### src/rtl/icb_arb_2m1s_pkg.sv
// Shared types and constants for the two-master ICB arbiter.
// Bus widths, master ID encoding and the command bundle.
package icb_arb_2m1s_pkg;

  localparam int MEM_ADDR_W = 32;
  localparam int MEM_W      = 32;

  localparam logic ICB_MID_M0 = 1'b0;
  localparam logic ICB_MID_M1 = 1'b1;

  typedef struct packed {
    logic [MEM_ADDR_W-1:0] addr;
    logic                  read;
    logic [MEM_W-1:0]      wdata;
    logic [MEM_W/8-1:0]    wmask;
  } icb_cmd_t;

endpackage

### src/rtl/icb_ost_fifo.sv
// Outstanding-owner FIFO: DEPTH x 1-bit master IDs, in-order.
// Ports: push/push_id, pop, head, full, empty; async active-low reset.
module icb_ost_fifo #(
  parameter int DEPTH = 2
) (
  input  logic clk,
  input  logic rst_n,
  input  logic push,
  input  logic push_id,
  input  logic pop,
  output logic head,
  output logic full,
  output logic empty
);

  localparam int AW = (DEPTH > 1) ? $clog2(DEPTH) : 1;
  localparam int CW = $clog2(DEPTH + 1);

  logic [DEPTH-1:0] mem_q, mem_d;
  logic [AW-1:0]    wr_ptr_q, wr_ptr_d;
  logic [AW-1:0]    rd_ptr_q, rd_ptr_d;
  logic [CW-1:0]    count_q, count_d;
  logic             do_push, do_pop;

  assign full    = (count_q == CW'(DEPTH));
  assign empty   = (count_q == '0);
  assign head    = mem_q[rd_ptr_q];
  assign do_push = push & ~full;
  assign do_pop  = pop & ~empty;

  always_comb begin
    mem_d    = mem_q;
    wr_ptr_d = wr_ptr_q;
    rd_ptr_d = rd_ptr_q;
    count_d  = count_q;
    if (do_push) begin
      mem_d[wr_ptr_q] = push_id;
      wr_ptr_d = (wr_ptr_q == AW'(DEPTH-1))
               ? '0 : wr_ptr_q + AW'(1);
    end
    if (do_pop) begin
      rd_ptr_d = (rd_ptr_q == AW'(DEPTH-1))
               ? '0 : rd_ptr_q + AW'(1);
    end
    if (do_push & ~do_pop) begin
      count_d = count_q + CW'(1);
    end else if (do_pop & ~do_push) begin
      count_d = count_q - CW'(1);
    end
  end

  always_ff @(posedge clk or negedge rst_n) begin
    if (!rst_n) begin
      mem_q    <= '0;
      wr_ptr_q <= '0;
      rd_ptr_q <= '0;
      count_q  <= '0;
    end else begin
      mem_q    <= mem_d;
      wr_ptr_q <= wr_ptr_d;
      rd_ptr_q <= rd_ptr_d;
      count_q  <= count_d;
    end
  end

endmodule

### src/rtl/icb_arb_2m1s.sv
// Two-master (m0 debug, m1 core) to one-slave ICB arbiter.
// Ports: m0_icb_*/m1_icb_* masters, s_icb_* slave. ICB_ARB_RR_EN = round-robin.
module icb_arb_2m1s
  import icb_arb_2m1s_pkg::*;
#(
  parameter int OST_DEPTH = 2
) (
  input  logic                  clk,
  input  logic                  rst_n,
  input  logic                  m0_icb_cmd_valid,
  output logic                  m0_icb_cmd_ready,
  input  logic [MEM_ADDR_W-1:0] m0_icb_cmd_addr,
  input  logic                  m0_icb_cmd_read,
  input  logic [MEM_W-1:0]      m0_icb_cmd_wdata,
  input  logic [MEM_W/8-1:0]    m0_icb_cmd_wmask,
  output logic                  m0_icb_rsp_valid,
  input  logic                  m0_icb_rsp_ready,
  output logic                  m0_icb_rsp_err,
  output logic [MEM_W-1:0]      m0_icb_rsp_rdata,
  input  logic                  m1_icb_cmd_valid,
  output logic                  m1_icb_cmd_ready,
  input  logic [MEM_ADDR_W-1:0] m1_icb_cmd_addr,
  input  logic                  m1_icb_cmd_read,
  input  logic [MEM_W-1:0]      m1_icb_cmd_wdata,
  input  logic [MEM_W/8-1:0]    m1_icb_cmd_wmask,
  output logic                  m1_icb_rsp_valid,
  input  logic                  m1_icb_rsp_ready,
  output logic                  m1_icb_rsp_err,
  output logic [MEM_W-1:0]      m1_icb_rsp_rdata,
  output logic                  s_icb_cmd_valid,
  input  logic                  s_icb_cmd_ready,
  output logic [MEM_ADDR_W-1:0] s_icb_cmd_addr,
  output logic                  s_icb_cmd_read,
  output logic [MEM_W-1:0]      s_icb_cmd_wdata,
  output logic [MEM_W/8-1:0]    s_icb_cmd_wmask,
  input  logic                  s_icb_rsp_valid,
  output logic                  s_icb_rsp_ready,
  input  logic                  s_icb_rsp_err,
  input  logic [MEM_W-1:0]      s_icb_rsp_rdata
);

  icb_cmd_t m0_cmd, m1_cmd, s_cmd;
  logic     sel, sel_valid;
  logic     lock_q, lock_d;
  logic     owner_q, owner_d;
  logic     push, pop, head, full, empty;

  assign m0_cmd = '{m0_icb_cmd_addr, m0_icb_cmd_read,
                    m0_icb_cmd_wdata, m0_icb_cmd_wmask};
  assign m1_cmd = '{m1_icb_cmd_addr, m1_icb_cmd_read,
                    m1_icb_cmd_wdata, m1_icb_cmd_wmask};

`ifdef ICB_ARB_RR_EN
  // Last accepted master; the other one wins the next tie.
  logic rr_q, rr_d;

  assign rr_d = push ? sel : rr_q;

  always_ff @(posedge clk or negedge rst_n) begin
    if (!rst_n) rr_q <= ICB_MID_M1;
    else        rr_q <= rr_d;
  end
`endif

  // A presented-but-unaccepted command keeps its grant.
  always_comb begin
    sel = ICB_MID_M0;
    if (lock_q) begin
      sel = owner_q;
    end else if (m0_icb_cmd_valid & m1_icb_cmd_valid) begin
`ifdef ICB_ARB_RR_EN
      sel = (rr_q == ICB_MID_M1) ? ICB_MID_M0 : ICB_MID_M1;
`else
      sel = ICB_MID_M0;
`endif
    end else if (m1_icb_cmd_valid) begin
      sel = ICB_MID_M1;
    end
  end

  assign sel_valid = sel ? m1_icb_cmd_valid : m0_icb_cmd_valid;
  assign s_cmd     = sel ? m1_cmd : m0_cmd;

  assign s_icb_cmd_valid = sel_valid & ~full;
  assign s_icb_cmd_addr  = s_cmd.addr;
  assign s_icb_cmd_read  = s_cmd.read;
  assign s_icb_cmd_wdata = s_cmd.wdata;
  assign s_icb_cmd_wmask = s_cmd.wmask;

  assign m0_icb_cmd_ready = (sel == ICB_MID_M0)
                          & s_icb_cmd_ready & ~full;
  assign m1_icb_cmd_ready = (sel == ICB_MID_M1)
                          & s_icb_cmd_ready & ~full;

  assign push = s_icb_cmd_valid & s_icb_cmd_ready;

  always_comb begin
    lock_d  = lock_q;
    owner_d = owner_q;
    if (s_icb_cmd_valid) begin
      lock_d  = ~s_icb_cmd_ready;
      owner_d = sel;
    end
  end

  always_ff @(posedge clk or negedge rst_n) begin
    if (!rst_n) begin
      lock_q  <= 1'b0;
      owner_q <= ICB_MID_M0;
    end else begin
      lock_q  <= lock_d;
      owner_q <= owner_d;
    end
  end

  icb_ost_fifo #(
    .DEPTH (OST_DEPTH)
  ) u_fifo (
    .clk     (clk),
    .rst_n   (rst_n),
    .push    (push),
    .push_id (sel),
    .pop     (pop),
    .head    (head),
    .full    (full),
    .empty   (empty)
  );

  // A stray response with nothing outstanding is swallowed.
  assign s_icb_rsp_ready = empty ? s_icb_rsp_valid
                         : (head ? m1_icb_rsp_ready
                                 : m0_icb_rsp_ready);

  assign pop = s_icb_rsp_valid & s_icb_rsp_ready & ~empty;

  assign m0_icb_rsp_valid = s_icb_rsp_valid & ~empty
                          & (head == ICB_MID_M0);
  assign m1_icb_rsp_valid = s_icb_rsp_valid & ~empty
                          & (head == ICB_MID_M1);
  assign m0_icb_rsp_err   = s_icb_rsp_err;
  assign m1_icb_rsp_err   = s_icb_rsp_err;
  assign m0_icb_rsp_rdata = s_icb_rsp_rdata;
  assign m1_icb_rsp_rdata = s_icb_rsp_rdata;

endmodule

### config.mk
export PLATFORM = sky130hd
export DESIGN_NAME = icb_arb_2m1s
export DESIGN_NICKNAME = d
export VERILOG_FILES = /design/src/rtl/icb_arb_2m1s_pkg.sv /design/src/rtl/icb_ost_fifo.sv /design/src/rtl/icb_arb_2m1s.sv
export SDC_FILE = /design/constraint.sdc
export NUM_CORES = 1
export LEC_CHECK = 0
export ABC_CLOCK_PERIOD_IN_PS = 2400
export CAP_MARGIN = 10
export CORE_AREA = 2 2 124 126
export CTS_CLUSTER_SIZE = 8
export DETAILED_ROUTE_END_ITERATION = 12
export DIE_AREA = 0 0 126 128
export PLACE_DENSITY = 0.64
export SETUP_SLACK_MARGIN = 0.2
export SLEW_MARGIN = 30
export SYNTH_ARGS = -nofsm -noshare
export SYNTH_HDL_FRONTEND = slang
export SYNTH_HIERARCHICAL = 1
export SYNTH_SLANG_ARGS = --single-unit
### constraint.sdc
create_clock -name clk -period 2.4 [get_ports clk]
set_clock_uncertainty 0.05 [all_clocks]
set_input_delay 0.48 -clock clk [delete_from_list [all_inputs] [get_ports clk]]
set_output_delay 0.48 -clock clk [all_outputs]
set_load 0.005 [all_outputs]
## After elaboration in Yosys (flattened, before gate mapping)

Cells that the tools add are included.

- Add/subtract/negate cells: 4
- Order comparisons: 3
- Equal/unequal tests: 1
- Muxes and demuxes: 16
- Bitwise gates (word level): 23
- Reductions and logical operators: 3

Operators with widths:

| cell | count |
|---|---|
| two-way mux 69 bit | 1 |
| AND 1 bit | 16 |
| two-way mux 1 bit | 11 |
| NOT 1 bit | 7 |
| less-than comparator 1 x 2 -> 1 bit (second input constant) | 2 |
| two-way mux 2 bit | 2 |
| adder 1 bit (second input constant) | 2 |
| adder 2 x 1 -> 2 bit (second input constant) | 1 |
| bitwise mux 2 bit | 1 |
| == test 2 bit (second input constant) | 1 |
| zero test 2 bit | 1 |
| nonzero test 2 bit | 1 |
| subtractor 2 x 1 -> 2 bit (second input constant) | 1 |
| demux 1 bit (select 1 bit) | 1 |
| greater-or-equal comparator 1 bit (second input constant) | 1 |
| logical AND 1 bit | 1 |

- Flip-flop bits (word level): 8
- Input bits: 179
- Output and inout port bits: 141
- Word-level logic and storage cells: 56

## Logic depth before layout (Yosys ltp)

- Word-level depth: 11
- Depth in mapped cells: 9
- Gate-level depth less buffers: 9

## Cells and area by module

Netlist, hierarchy kept.

By module, submodules not included:

| module | instances | cells each | area an instance (µm²) | sequential area each (µm²) |
|---|---|---|---|---|
| icb_arb_2m1s | 1 | 169 | 1590.3 | 50.0 |
| icb_ost_fifo | 1 | 23 | 284.0 | 150.1 |

## Worst setup path before layout

Ideal clock, no wire load.

- Path type: input to output
- Start point: in m1_icb_cmd_valid
- End point: out s_icb_cmd_addr[0]
- Arrival time: 1416 ps
- Required time: 1870 ps
- Path slack: 454 ps
- Cell stages on the path: 4
- Cell sequence: nor3b_2 -> a21oi_4 -> buf_6 -> mux2_2

- Word-level cells in the longest chain between the ends: 4
- Elaborated cells on any way between the ends: 5

Ends and longest elaborated chain:

| what | line | RTL |
|---|---|---|
| start, declared | icb_arb_2m1s.sv:20 | `input logic m1_icb_cmd_valid,` |
| two-way mux 1 bit / AND 1 bit (equally long branches) | icb_arb_2m1s.sv:76, icb_arb_2m1s.sv:70 |  |
| two-way mux 1 bit (*) | icb_arb_2m1s.sv:70 | `end else if (m0_icb_cmd_valid & m1_icb_cmd_valid) begin` |
| two-way mux 1 bit (*) | icb_arb_2m1s.sv:68 | `if (lock_q) begin` |
| two-way mux 69 bit (*) | icb_arb_2m1s.sv:82 | `assign s_cmd = sel ? m1_cmd : m0_cmd;` |
| end, declared | icb_arb_2m1s.sv:32 | `output logic [MEM_ADDR_W-1:0] s_icb_cmd_addr,` |

Mark *: on every way between the ends. The rest lies on a longest branch, timed or not.

## Worst setup path in the final report

- Start point: reg lock_q
- End point: out s_icb_cmd_wdata[27]

- Word-level cells in the longest chain between the ends: 2

Ends and longest elaborated chain:

| what | line | RTL |
|---|---|---|
| start, declared | icb_arb_2m1s.sv:44 | `logic lock_q, lock_d;` |
| start signal, assigned | icb_arb_2m1s.sv:111 | `lock_q <= lock_d;` |
| two-way mux 1 bit | icb_arb_2m1s.sv:68 |  |
| two-way mux 69 bit | icb_arb_2m1s.sv:82 |  |
| end, declared | icb_arb_2m1s.sv:34 | `output logic [MEM_W-1:0] s_icb_cmd_wdata,` |

Every way passes these cells.

==> flow_summary.json <==
{
  "synth_nets": 372,
  "yosysMostFrequentCell": "buf_4",
  "yosysUniqueCellTypes": 26,
  "yosysTopAreaCell": "mux2_2",
  "multi_input_comb_area_um2": 1265,
  "hold_start": "u_fifo/mem_q[1]$_DFFE_PN0P_",
  "die_h_um": 128,
  "worstHoldEndpoint": "u_fifo/mem_q[1]$_DFFE_PN0P_",
  "numCtsBuffers": 3,
  "worst_pin_slew_ps": 413.9,
  "cp.arrival_ps": 1970,
  "vias_per_cell": 3.717,
  "crit_path_max_fanout": 5,
  "grt_max_degree": 12,
  "fillCellCount": 1564,
  "vias": 2104,
  "insertion_delay_ps": 230,
  "die_area_um2": 16130,
  "dp_hpwl_um": 8404,
  "start_util_pct": 12.61,
  "synth_seq_cells": 8,
  "whs_path_depth": 1,
  "stdcell_count": 566,
  "timing.final.crit_share_pct": 104.2,
  "h-tree-depth": 1,
  "cts_hold_buf": 0,
  "avgSynthCellArea_um2": 9.762,
  "drt_first_pass_iters": 4,
  "status": "complete, but fails checks",
  "r2r_start": "u_fifo/rd_ptr_q$_DFFE_PN0P_",
  "holdWs_ps": 449.4,
  "globalplace.congestion": 0.8839,
  "dpl-instance-area_um2": 3895,
  "hold_class": "flip-flop to flip-flop",
  "start_kind": "flip-flop",
  "r2r_setup_slack_ps": 390,
  "required_ps": 1870,
  "cts_max_path_buffers": 2,
  "p_total_mw": 4.131,
  "finalMaxSlewViolations": 0,
  "tritoncts": "built",
  "maxCapViolCount": 0,
  "drt_iter0_markers": 36,
  "end_kind": "primary output",
  "synth_top_cells_by_area": "mux2_2 39%, buf_4 26%, dfrtp_1 11%, mux2_4 6.4%, buf_6 4.2%",
  "grt-busiest-layer": "met2",
  "p_leak_nw": 2.033,
  "synth_area_um2": 1874,
  "overflow": 0,
  "antenna_found_initial": 0,
  "cp-startpoint": "lock_q$_DFFE_PN0P_",
  "seq_area_frac_synth_pct": 10.68,
  "syn_inst": 192,
  "ir_worst_vdd_mv": 0.4471,
  "antenna_cells": 0,
  "fin_area_um2": 4474,
  "violations": "setup timing",
  "final_util_pct": 30.10,
  "hold_viol": 0,
  "grt_pass1_wl_um": 14600,
  "totalWireLength_um": 10600,
  "antenna_left": 0,
  "max_slew_margin_pct": 72.35,
  "finalSetupViolations": 25,
  "num_rows": 45,
  "fp.dieW_um": 126,
  "grt_util_met3_pct": 2.755,
  "ys.flop_type": "dfrtp_1",
  "max_freq_mhz": 400.0,
  "placed_cells": 543,
  "fin_nets": 560,
  "synthArstFlopShare_pct": 100.0,
  "wl_per_cell_um": 18.72,
  "fin_crit_ps": 2500,
  "met2_usage_pct": 21.03,
  "area_growth_pct": 138.7,
  "yosys.area.top_type_share_pct": 39.05,
  "drc_errors": 0,
  "rr_endpoint": "u_fifo/count_q[1]$_DFFE_PN0P_",
  "placement.io_buffers": 220,
  "core_region_area_um2": 14860,
  "rsz0062_at_grt": "true",
  "regArea_um2": 201.4,
  "grt_pass1_vias": 2264,
  "ys_top_cells_by_count": "66 x buf_4, 65 x mux2_2, 8 x dfrtp_1, 8 x mux2_4, 8 x nor2_1",
  "yosysWarnings": 6,
  "track_usage_pct": 11.91,
  "clock-sinks": 8,
  "synth_edf_count": 0,
  "p_per_area_nw_per_um2": 923.3,
  "path_class": "flip-flop to primary output",
  "drive_above_1_share_pct": 48.15,
  "cts_root_buf": "clkbuf_16",
  "worst_r2r_path_depth": 7,
  "grtUsageMet1_pct": 15.47,
  "io_pins": 320,
  "clk_pin_slew_ps": 40,
  "layout_setup_ws_ps": -99.89
}
==> critical path: stages (launching register included) <==
cell and delay, ps:
dfrtp_2 420, nor3b_4 210, a21oi_4 60, buf_12 130, buf_12 130, buf_12 130, buf_12 120, buf_16 120
mux2_4 300, buf_6 120
==> report_power, final <==
part           internal (mW)  switching (mW)
sequential             0.208          0.0664
combinational           2.38            1.20
clock                  0.215          0.0631
==> routing by layer <==
layer  share of wire [%]  wire [µm]
met1                  43       4590
met2                  49       5241
met3                 7.2        763
met4                   0          0
met5                   0          0
==> cells by family after synthesis <==
logic type,count (synthesis),synth area share [%]
flops,8,10.68
fa+ha+maj,1,0.6675
compound gates,7,2.604
buf+inv,76,31.24
mux,75,46.60
xor+xnor,5,2.337
simple gates,20,5.875
==> registers in the layout, summed over array words and instances (netlist names) <==
name,count
u_fifo/count_q,2
lock_q,1
owner_q,1
u_fifo/mem_q,2
u_fifo/wr_ptr_q,1
u_fifo/rd_ptr_q,1
==> worst max-delay path by stage <==
stage | end | slack [ps] | cells past startpoint
6_report | s_icb_cmd_wdata[27] | -100 | 9
5_1_grt | s_icb_cmd_wdata[27] | -150 | 9
2_1_floorplan | s_icb_cmd_addr[0] | 450 | 4
3_3_place_gp | s_icb_cmd_wdata[8] | -590 | 6
4_1_cts | s_icb_cmd_wdata[27] | -120 | 9
3_5_place_dp | s_icb_cmd_wdata[8] | -620 | 6
==> placed cells by master (no fill, tap or decap), types with 3 or more instances in the layout <==
cell             count
clkdlybuf4s50_1    143
mux2_4              48
buf_6               43
mux2_2              25
buf_4               16
dlygate4sd2_1       15
buf_2               14
buf_12               9
nor2_1               7
dfrtp_1              7
buf_16               5
clkbuf_16            4
a21oi_1              3
clkbuf_2             3
clkdlybuf4s15_2      3
buf_8                3
xor2_1               3
==> what timing repair did <==
action                                  CTS  global route
pin swaps                                 2             1
endpoints found under the setup margin   74            72
gates cloned                              5             1
setup buffers                            13             1
gates resized for setup                 352            11
==> metrics by stage <==
step / worst slack, ps / setup TNS [ps]
floorplan: 454.3 / 0
finish: -99.89 / -1635
CTS: -119.6 / -2295
detailed placement: -619.9 / -35620
global route: -145.5 / -3758
global placement: -591.1 / -34430
==> area by class of cell <==
class | count | share of cell area [%]
Clock buffer | 3 | 1.678
Inverter | 3 | 0.2517
Multi-Input combinational cell | 108 | 28.27
Tap cell | 188 | 5.257
Timing Repair Buffer | 256 | 60.04
Sequential cell | 8 | 4.502
No activity file was read; power rests on OpenSTA's default activity.
